--- src/rtl/mux_pkg.sv ---
// ---------------------------------------------------------------------------
// mux_pkg
// Shared definitions for the round-robin select generator that drives the
// 4:1 output multiplexer.
//   NUM_CH      number of requesters / mux inputs
//   SEL_W       width of the mux select
//   state_t     arbiter FSM states
//   idx2onehot  channel index -> one-hot grant vector
// ---------------------------------------------------------------------------
package mux_pkg;

    localparam int NUM_CH = 4;
    localparam int SEL_W  = 2;

    typedef enum logic {
        IDLE  = 1'b0,
        GRANT = 1'b1
    } state_t;

    function automatic logic [NUM_CH-1:0] idx2onehot(input logic [SEL_W-1:0] idx);
        logic [NUM_CH-1:0] v;
        v = '0;
        v[idx] = 1'b1;
        return v;
    endfunction

endpackage

--- src/rtl/mux_rr_arbiter_rr_pick.sv ---
// ---------------------------------------------------------------------------
// rr_pick
// Combinational round-robin picker. Scans req starting at ptr and wrapping
// modulo NUM_CH; the first set bit wins.
// Ports:
//   req    in   request vector
//   ptr    in   index where the scan starts (highest priority)
//   found  out  at least one request bit is set
//   idx    out  index of the winning request (ptr when nothing is found)
// ---------------------------------------------------------------------------
module rr_pick
    import mux_pkg::*;
(
    input  logic [NUM_CH-1:0] req,
    input  logic [SEL_W-1:0]  ptr,
    output logic              found,
    output logic [SEL_W-1:0]  idx
);

    logic [SEL_W-1:0] w_cand;

    // Walk from the farthest offset back to ptr so the nearest set bit is the
    // last one written and therefore wins.
    always_comb begin
        found  = 1'b0;
        idx    = ptr;
        w_cand = ptr;
        for (int k = NUM_CH - 1; k >= 0; k--) begin
            w_cand = ptr + SEL_W'(k);
            if (req[w_cand]) begin
                found = 1'b1;
                idx   = w_cand;
            end
        end
    end

endmodule

--- src/rtl/mux_rr_arbiter.sv ---
// ---------------------------------------------------------------------------
// mux_rr_arbiter
// Round-robin select generator for the 4:1 output mux. Grants one requester
// at a time, bounds each grant to HOLD_MAX cycles and rotates priority past
// the releasing channel so no requester starves. en low puts the mux output
// in high impedance.
// Parameters:
//   HOLD_MAX  max consecutive cycles per grant (1..15)
//   CNT_W     hold-counter width, 2**CNT_W > HOLD_MAX
// Ports:
//   clk    in   clock, rising edge
//   rst_n  in   asynchronous active-low reset
//   req    in   per-channel request, bit i -> mux input a/b/c/d
//   done   in   current grantee finished, releases the grant early
//   en     out  mux enable, high while a grant is active
//   se     out  mux select, index of the granted channel
//   gnt    out  one-hot grant, zero when en is low
//   busy   out  copy of en for status readback
// ---------------------------------------------------------------------------
module mux_rr_arbiter
    import mux_pkg::*;
#(
    parameter int HOLD_MAX = 4,
    parameter int CNT_W    = 4
)
(
    input  logic              clk,
    input  logic              rst_n,
    input  logic [NUM_CH-1:0] req,
    input  logic              done,
    output logic              en,
    output logic [SEL_W-1:0]  se,
    output logic [NUM_CH-1:0] gnt,
    output logic              busy
);

    state_t              r_state;
    logic [SEL_W-1:0]    r_ptr;
    logic [CNT_W-1:0]    r_cnt;
    logic [SEL_W-1:0]    r_se;
    logic                r_en;
    logic [NUM_CH-1:0]   r_gnt;

    state_t              w_state_nxt;
    logic [SEL_W-1:0]    w_ptr_nxt;
    logic [CNT_W-1:0]    w_cnt_nxt;
    logic [SEL_W-1:0]    w_se_nxt;
    logic                w_en_nxt;
    logic [NUM_CH-1:0]   w_gnt_nxt;

    logic                w_release;
    logic [SEL_W-1:0]    w_pick_ptr;
    logic                w_found;
    logic [SEL_W-1:0]    w_idx;

    // done, a dropped request and hold expiry all collapse into one release.
    assign w_release = done | ~req[r_se] | (r_cnt == CNT_W'(HOLD_MAX));

    // One picker serves both cases: in IDLE the scan starts at ptr; in GRANT
    // it is only consulted on release, where the new ptr is se+1, so it is
    // fed that value directly rather than waiting for ptr to update.
    assign w_pick_ptr = (r_state == GRANT) ? (r_se + SEL_W'(1)) : r_ptr;

    rr_pick u_pick (
        .req   (req),
        .ptr   (w_pick_ptr),
        .found (w_found),
        .idx   (w_idx)
    );

    // State register
    always_ff @(posedge clk or negedge rst_n) begin
        if (!rst_n) begin
            r_state <= IDLE;
        end else begin
            r_state <= w_state_nxt;
        end
    end

    // Next-state logic
    always_comb begin
        w_state_nxt = r_state;
        case (r_state)
            IDLE: begin
                if (w_found) begin
                    w_state_nxt = GRANT;
                end
            end
            GRANT: begin
                if (w_release && !w_found) begin
                    w_state_nxt = IDLE;
                end
            end
            default: w_state_nxt = IDLE;
        endcase
    end

    // Output / datapath logic (next values of the registered outputs)
    always_comb begin
        w_ptr_nxt = r_ptr;
        w_cnt_nxt = r_cnt;
        w_se_nxt  = r_se;
        case (r_state)
            IDLE: begin
                if (w_found) begin
                    w_se_nxt  = w_idx;
                    w_cnt_nxt = CNT_W'(1);
                end
            end
            GRANT: begin
                if (!w_release) begin
                    w_cnt_nxt = r_cnt + CNT_W'(1);
                end else begin
                    w_ptr_nxt = r_se + SEL_W'(1);
                    if (w_found) begin
                        w_se_nxt  = w_idx;
                        w_cnt_nxt = CNT_W'(1);
                    end else begin
                        w_cnt_nxt = '0;
                    end
                end
            end
            default: begin
                w_cnt_nxt = '0;
            end
        endcase
        w_en_nxt  = (w_state_nxt == GRANT);
        w_gnt_nxt = w_en_nxt ? idx2onehot(w_se_nxt) : '0;
    end

    always_ff @(posedge clk or negedge rst_n) begin
        if (!rst_n) begin
            r_ptr <= '0;
            r_cnt <= '0;
            r_se  <= '0;
            r_en  <= 1'b0;
            r_gnt <= '0;
        end else begin
            r_ptr <= w_ptr_nxt;
            r_cnt <= w_cnt_nxt;
            r_se  <= w_se_nxt;
            r_en  <= w_en_nxt;
            r_gnt <= w_gnt_nxt;
        end
    end

    assign en   = r_en;
    assign se   = r_se;
    assign gnt  = r_gnt;
    assign busy = r_en;

endmodule
--- config.mk ---
export PLATFORM = sky130hd
export DESIGN_NAME = mux_rr_arbiter
export DESIGN_NICKNAME = d
export VERILOG_FILES = /design/src/rtl/mux_pkg.sv /design/src/rtl/mux_rr_arbiter_rr_pick.sv /design/src/rtl/mux_rr_arbiter.sv
export SDC_FILE = /design/constraint.sdc
export NUM_CORES = 1
export LEC_CHECK = 0
export CAP_MARGIN = 20
export CORE_ASPECT_RATIO = 1.2
export CORE_MARGIN = 2
export CORE_UTILIZATION = 50
export CTS_BUF_LIST = sky130_fd_sc_hd__clkbuf_16
export DETAILED_ROUTE_END_ITERATION = 6
export HOLD_SLACK_MARGIN = 0.1
export PLACE_DENSITY_LB_ADDON = 0.2
export SYNTH_ARGS = -nofsm -noshare
export SYNTH_HDL_FRONTEND = slang
export SYNTH_SLANG_ARGS = --single-unit
--- constraint.sdc ---
create_clock -name clk -period 2.2 [get_ports clk]
set_input_delay 0.22 -clock clk [delete_from_list [all_inputs] [get_ports clk]]
set_output_delay 0.22 -clock clk [all_outputs]
set_load 0.005 [all_outputs]
Word-level counts from Yosys, hierarchy flattened --
Index checks and enable logic that the tools add are counted.
Cells by class: add/sub/neg operators 5, muxes and demuxes 32, bitwise operators 4, $lt $le $gt $ge 7, equality and inequality tests 2, reductions and logical operators 4
Operators by type and width (count):
- less-than comparator 2 x 3 -> 1 bit, second input constant | 6
- 2-to-1 mux 2 bit | 7
- 2-to-1 mux 1 bit | 13
- 2-to-1 mux 4 bit | 3
- binary-select mux 1 bit (select 2 bit) | 5
- one-hot mux 4 bit (2 select lines) | 1
- adder 2 x 1 -> 2 bit, second input constant | 2
- adder 2 bit, second input constant | 2
- adder 4 x 1 -> 4 bit, second input constant | 1
- equality test 4 x 3 -> 1 bit, second input constant | 1
- one-hot mux 2 bit (2 select lines) | 1
- demux 1 bit (select 2 bit) | 1
- greater-or-equal comparator 2 x 1 -> 1 bit, second input constant | 1
- logical AND 1 bit | 2
- inequality test 2 bit, second input constant | 1
- inverter 1 bit | 2
- OR 1 bit | 2
- one-hot mux 1 bit (2 select lines) | 1
- AND reduction 2 bit | 1
- zero test 1 bit | 1
Storage, ports and cells: register bits after elaboration 13, logic and storage cells 59, bits of input ports 7, output and inout bits 8

Longest topological paths before layout --
Gate-level depths: netlist of run 1.
depth after elaboration 17, mapped depth 7, gate-level depth less buffers 7

Cells and area by module --
Synthesis of run 1 repeated with hierarchy kept, for this count alone.
Second synthesis, totals: cells, all modules 84, area, all modules 859.6 µm²
By module, submodules not included:
- mux_rr_arbiter | seq. area each 325.3 µm², area an instance 759.5 µm², instances 1, cells an instance 68
- rr_pick | seq. area each 0.0 µm², area an instance 100.1 µm², instances 1, cells an instance 16

Worst setup path after synthesis of run 1 --
OpenSTA, ideal clock, no wires.
path kind reg-to-reg, start point register r_se[0], in the netlist se[0], end point register r_se[0], in the netlist se[0], stages on the path, launching flop included 7, period minus slack after synthesis 1742 ps, library setup time 125 ps, buffers on the path 1, data arrival time 1617 ps, required time 2075 ps, setup slack 458 ps, path through dfrtp_1 buf_6 mux4_2 o2111ai_2 nand2_4 inv_2 mux2_2
Between the ends: longest elaborated chain between the ends 12, elaborated cells between the ends (all ways) 29, those cells by class add/sub (4); mux (22); bitwise (3)
Ends and longest elaborated chain:
- start: declaration | line mux_rr_arbiter.sv:40 | logic [SEL_W-1:0] r_se;
- start signal: assignment | line mux_rr_arbiter.sv:141 | r_se <= w_se_nxt;
- adder 2 x 1 -> 2 bit | line mux_rr_arbiter.sv:62 | assign w_pick_ptr = (r_state == GRANT) ? (r_se + SEL_W'(1)) : r_ptr;
- 2-to-1 mux 2 bit | line mux_rr_arbiter.sv:62
- adder 2 bit | line mux_rr_arbiter_rr_pick.sv:29 | w_cand = ptr + SEL_W'(k);
- binary-select mux 1 bit (select 2 bit) | line mux_rr_arbiter_rr_pick.sv:30 | if (req[w_cand]) begin
- 2-to-1 mux 1 bit (not written as such) | line mux_rr_arbiter_rr_pick.sv:30
- 2-to-1 mux 2 bit or 2-to-1 mux 1 bit (tied branches) (4 in series) | line mux_rr_arbiter_rr_pick.sv:30
- 2-to-1 mux 2 bit | line mux_rr_arbiter.sv:105, mux_rr_arbiter.sv:115
- 2-to-1 mux 2 bit | line mux_rr_arbiter.sv:111 | if (!w_release) begin
- one-hot mux 2 bit (2 select lines) (*) | line mux_rr_arbiter.sv:103 | case (r_state)
- net w_se_nxt[0] | line mux_rr_arbiter.sv:47 | logic [SEL_W-1:0] w_se_nxt;
Mark *: on every way through the listed nets, which the timed path passes. The rest lies on a longest branch. The select of a mux whose other input is x is not followed. A chain may end at the register's enable or synchronous reset.

Worst setup path after layout of run 1 --
Same ends and word-level chain as after synthesis.

==> out/qor.txt, run 1 <==
Status: finished clean
Global route overflow: 0
Die span in x: 40.9 um
Peak supply drop: 0.000684 V
Cell Area, Synth: 816 um2
Tot GR Track Use: 22.6%
Initial antenna violation count: 0
Row count: 16
Post-synthesis mux area share: 8.44%
Worst Hold Class: primary input to asynchronous set/reset pin
Sequential-to-total area share from yosys stat: 39.9%
Top FF cell, synth: dfrtp_1
Internal: 902 uW
First DRT Iteration DRCs: 17
Area growth syn-to-layout: 27.8%
CTS Buf Count: 3
Post-CTS resize count: 0
Antenna diodes: 0
Critical-path top delay cell: mux4_2
Post-Synth XOR/XNOR Area: 2.15%
First-pass DRT Iterations: 4
Largest net degree at the start of global routing: 15
Num ports: 15
Data required time at the worst endpoint: 2320 ps
CP startpoint kind: flip-flop
Clock period minus worst slack: 1820 ps
Critical-path cell list: mux4_2 > o2111ai_2 > nand2_4 > inv_2 > mux2_2
CP delay by family, top: multiplexers
FMAX: 549 MHz
H-tree Lvls: 1
Period utilisation layout: 82.9%
Critical Path Max Stage Delay: 570 ps
Core area: 0.00158 mm2
Layout cell share with drive strength beyond 1: 19.2%
DR vias/cell: 5.85
Final Util: 65.9%
Lkg Pwr: 0.460 nW
Skew final: 0.560 ps
Worst-Margin Slew: 594 ps
Synth Instances: 82
RSZ-0062 raised after global routing: no
WS Path Type: flip-flop to flip-flop
Clock buffer depth: 2
# DRC: 0
# Post-CTS Setup Buffers: 0
Unique masters post-synth: 39
ANT nets after route: 0
Number of buffers added on ports: 14
Max-slew violations: 0
Largest family of logic cells by synthesized area: compound AO/OA/AOI/OAI gates
Synthesis Warnings: 0
PnR worst setup slack: 377 ps
Final Wtd Congestion: 0.830
Max Cap Viol: 0
First-pass GRT wire length: 2.86 mm
Vias: 684
Post-DP Area: 963 um2
Synth Area per Inst: 9.95 um2
CTS tree: done
Die area: 0.00197 mm2
Sequential power share: 29.4%
Layout fillers: 133
Final setup fails: 0
CP endpoint kind: flip-flop
Worst slew margin: 60.3%
Combinational power share: 46.1%
Area contributors post-synth: dfrtp_1 40%, nand2_1 4.1%, ha_1 3.1%, o21ai_0 3.1%, buf_6 2.8%
DP Worst Slack: 204 ps
Vias in the first global route: 623
NetSw: 463 uW
Fin nets: 109
CP Buf/Inv Count: 1
Initial Utilization: 51.6%
Async S/R FF share, synth: 100%
Adder-cell share of the synthesized area: 3.07%
Post-synthesis compound-gate area fraction: 20.4%
Top-area cell type share of the netlist area: 39.9%
Fin area: 0.00104 mm2
FF+latch count, synth: 13
Post-DP HPWL: 1.31 mm
DR WL/cell: 16.0 um
Clk pwr share: 24.6%
Area leader, netlist: dfrtp_1
Post-route setup TNS: 0 ps
Post-synth EDFFs: 0
CTS clock-pin slew for the worst setup and hold paths: 40 ps
Synthesized Nets: 91
Post-cts hold buffer count: 0
Final hold violation count: 0
CP arrival: 1950 ps
CTS Root Cell: clkbuf_16
P per Cell Area: 1310 mW/mm2
Hold slack: 360 ps
Final wirelength: 1.87 mm
Clk sink count: 13
Die Ht: 48.3 um
Switching share of power: 33.9%
Synth Area in Simple Gates: 18.3%
Clk_lat worst skew: 240 ps
Crit path max fanout: 6
per-stage QoR:
stage | cells | total power, mW
5_1_grt | 117 | 1.45
6_report | 117 | 1.37
3_5_place_dp | 113 | 1.02
2_1_floorplan | 82 | 0.829
4_1_cts | 117 | 1.36
3_3_place_gp | 113 | 1.01
area by class of cell:
type                            instances  area, um2  area share (%)
Multi-Input combinational cell         58        427            40.9
Sequential cell                        13        325            31.2
Timing Repair Buffer                   17        163            15.6
Clock buffer                            3       75.1            7.20
Inverter                                7       26.3            2.52
Tap cell                               18       22.5            2.16
Clock inverter                          1       3.75           0.360
final timing paths:
path                       slack [ps]       end  cells past startpoint     start
max reg2reg                       380     se[0]                      5     se[0]
min reg2reg                       550  r_ptr[0]                      2  r_ptr[0]
max                               380     se[0]                      5     se[0]
max in group asynchronous        1460  r_ptr[1]                      1     rst_n
min in group clk                  550  r_ptr[0]                      2  r_ptr[0]
min                               360    gnt[0]                      1     rst_n
Yosys cell counts (2+ instances only):
master    count
a31oi_1       2
dfrtp_1      13
o31ai_1       3
nor2_1        5
nand3_1       2
inv_1         6
nand2b_1      2
nand2_1       9
nand3b_1      3
mux2_2        2
o21ai_0       5
ha_1          2
buf_6         2
layout by cell type (no fill, tap or decap), drive strengths merged, types with 2 or more instances in the layout:
cell type,Yosys,layout
clkdlybuf4s50,0,14
dfrtp,13,13
nand2,10,10
inv,7,8
nor2,5,5
o21ai,5,5
o31ai,3,3
nand3b,3,3
clkbuf,1,3
buf,3,3
and3,3,3
nand2b,2,2
nand3,2,2
a31oi,2,2
mux2,2,2
ha,2,2
o22a,2,2
mux2i,2,2
a21boi,2,2
a31o,2,2
per-layer routing:
layer | vias to the layer above | wire length [um] | track usage [%]
met1 | 324 | 786 | 27.5
met2 | 25 | 968 | 38.1
met4 | 0 | 41 | 10.0
met5 | - | 0 | 0
li1 | 329 | - | -
met3 | 6 | 77 | 4.11
sequential cells by signal, indices dropped and copies added, names as in the netlist:
register / cells
gnt: 4
r_ptr: 2
se: 2
r_cnt: 4
busy: 1
power by group through the flow:
stage / logic, mW / clock network (mW) / registers, mW
2_1_floorplan: 0.448 / 0 / 0.381
3_3_place_gp: 0.606 / 0 / 0.400
3_5_place_dp: 0.615 / 0 / 0.403
4_1_cts: 0.628 / 0.334 / 0.401
5_1_grt: 0.681 / 0.351 / 0.415
6_report: 0.629 / 0.336 / 0.401
worst reg2reg max path: stages, from the launching register on:
cell and delay [ps]:
dfrtp_1 440, mux4_2 570, o2111ai_2 160, nand2_4 120
inv_2 90, mux2_2 320
logic make-up (layout without fill, tap and decap cells):
family,after synthesis,in the layout
buf+inv,11,28
compound gates,22,22
xor+xnor,2,2
simple gates,27,27
flops,13,13
fa+ha+maj,2,2
mux,5,5
Note: power is estimated with default switching activity, not from simulation.
==> run 2, diff against run 1 <==
==> constraint.sdc (replaced) <==
create_clock -name clk -period 1.7 [get_ports clk]
set_input_delay 0.17 -clock clk [delete_from_list [all_inputs] [get_ports clk]]
set_output_delay 0.17 -clock clk [all_outputs]
set_load 0.005 [all_outputs]
==> run 2 against run 1 <==
Effect of this change:
- critical path type unchanged
- wire length fell by 1.7%
- non-clock buffer count is 8 higher
- largest cell class unchanged
- global-route usage decreased by 0.084 points
- highest routed layer unchanged
==> out/qor.txt, run 2 (synthesized netlist as in run 1, its figures left out) <==
Status: finished clean
Reg2reg start: se[0]
Worst-Margin Slew: 574 ps
Critical Path Max Stage Delay: 580 ps
Largest net degree at the start of global routing: 14
Period utilisation layout: 99.7%
Post-DP HPWL: 1.40 mm
Clock buffer depth: 2
PnR worst setup slack: 5.17 ps
Initial antenna violation count: 0
Final Wtd Congestion: 0.866
Vias in the first global route: 683
Initial Utilization: 51.6%
Lkg Pwr: 0.507 nW
Number of buffers added on ports: 14
NetSw: 636 uW
Clk_lat worst skew: 240 ps
Switching share of power: 33.6%
DR WL/cell: 14.7 um
CP startpoint kind: flip-flop
ANT nets after route: 0
Post-route setup TNS: 0 ps
Commonest non-fill, non-tap cell in the layout: clkdlybuf4s50_1
Die Ht: 48.3 um
Final Non-Filler Cells: 125
# DRC: 0
Crit path max fanout: 4
Die span in x: 40.9 um
Post-DP Area: 0.00104 mm2
DP Cell Count: 121
CP Buf/Inv Count: 1
Hold slack: 300 ps
Peak supply drop: 0.000995 V
DP Worst Slack: -147 ps
Final Util: 72.1%
Antenna diodes: 0
CP startpoint: se[0]
Area growth syn-to-layout: 39.7%
Die area: 0.00197 mm2
CP delay by family, top: multiplexers
Layout cell share with drive strength beyond 1: 29.9%
Tot GR Track Use: 22.5%
Layout fillers: 118
P per Cell Area: 1660 mW/mm2
RSZ-0062 raised after global routing: yes
Fin area: 0.00114 mm2
Critical-path cell list: mux4_2 > o2111ai_4 > nand2_4 > inv_2 > mux2_4
Critical-path top delay cell: mux4_2
Vias: 719
Global route overflow: 0
Final hold violation count: 0
Num ports: 15
CTS Root Cell: clkbuf_16
Clk pwr share: 23.0%
CTS Buf Count: 3
Core area: 0.00158 mm2
FMAX: 590 MHz
Worst slew margin: 61.6%
Combinational power share: 49.4%
Max Cap Viol: 0
CP endpoint kind: flip-flop
CP arrival: 1820 ps
First-pass GRT wire length: 2.88 mm
Final Power: 1.89 mW
Clock period minus worst slack: 1690 ps
Row count: 16
Skew final: 1.27 ps
First DRT Iteration DRCs: 8
WS Path Type: flip-flop to flip-flop
Max-slew violations: 0
Internal: 1.26 mW
H-tree Lvls: 1
Data required time at the worst endpoint: 1820 ps
DR vias/cell: 5.75
First-pass DRT Iterations: 4
Final wirelength: 1.84 mm
Fin nets: 117
CTS clock-pin slew for the worst setup and hold paths: 40 ps
Most frequent cells in the layout: 14 x clkdlybuf4s50_1, 11 x dfrtp_1, 10 x buf_4
Worst Hold Class: primary input to asynchronous set/reset pin
Post-cts hold buffer count: 0
CTS tree: done
Sequential power share: 27.6%
Final setup fails: 0
Clk sink count: 13
## run 2: cell types whose count changed in the layout (fill, tap and decap cells not counted), sizes merged
cell / change
buf: +8
## run 2: worst paths after layout
path | end | slack (ps) | depth (start not counted)
max | se[0] | 5 | 5
min reg2reg | r_ptr[0] | 550 | 2
min in group clk | r_ptr[0] | 550 | 2
max reg2reg | se[0] | 5 | 5
max in group asynchronous | se[0] | 990 | 1
min | r_cnt[3] | 300 | 1
## run 2: layout make-up
class                      count  area (um2)  area share (%)
timing repair buffer          25         226            19.9
clock inverter                 1        3.75           0.329
inverter                       7        26.3            2.31
sequential                    13         328            28.8
clock buffer                   3        75.1            6.59
multi-input combinational     58         458            40.2
tap                           18        22.5            1.98
## run 2: per-layer routing
metal / up-vias / global-route usage (%) / wire, um
met3: 11 / 4.57 / 60
met5: - / 0 / 0
met1: 343 / 25.4 / 792
met2: 20 / 36.9 / 897
li1: 345 / - / -
met4: 0 / 16.0 / 91
## run 2: timing repair
action                     CTS  global route
hold endpoints to repair     0             0
pin swaps                    0             1
buffers inserted             0             0
setup endpoints to repair    3             8
gates resized for setup      2             5
## run 2: power by group through the flow
stage / logic, mW / registers [mW] / clock network (mW)
finish: 0.935 / 0.522 / 0.436
global route: 1.03 / 0.535 / 0.458
CTS: 0.905 / 0.522 / 0.440
detailed placement: 0.887 / 0.516 / 0
global placement: 0.873 / 0.512 / 0
floorplan: 0.603 / 0.493 / 0
==> run 3, diff against run 2 <==
--- a/config.mk
+++ b/config.mk
@@ -5,7 +5,6 @@
 export SDC_FILE = /design/constraint.sdc
 export NUM_CORES = 1
 export LEC_CHECK = 0
-export CAP_MARGIN = 20
 export CORE_ASPECT_RATIO = 1.2
 export CORE_MARGIN = 2
 export CORE_UTILIZATION = 50
==> results of run 3 <==
Same layout as run 2: the final DEF is identical, and so are final timing and power.
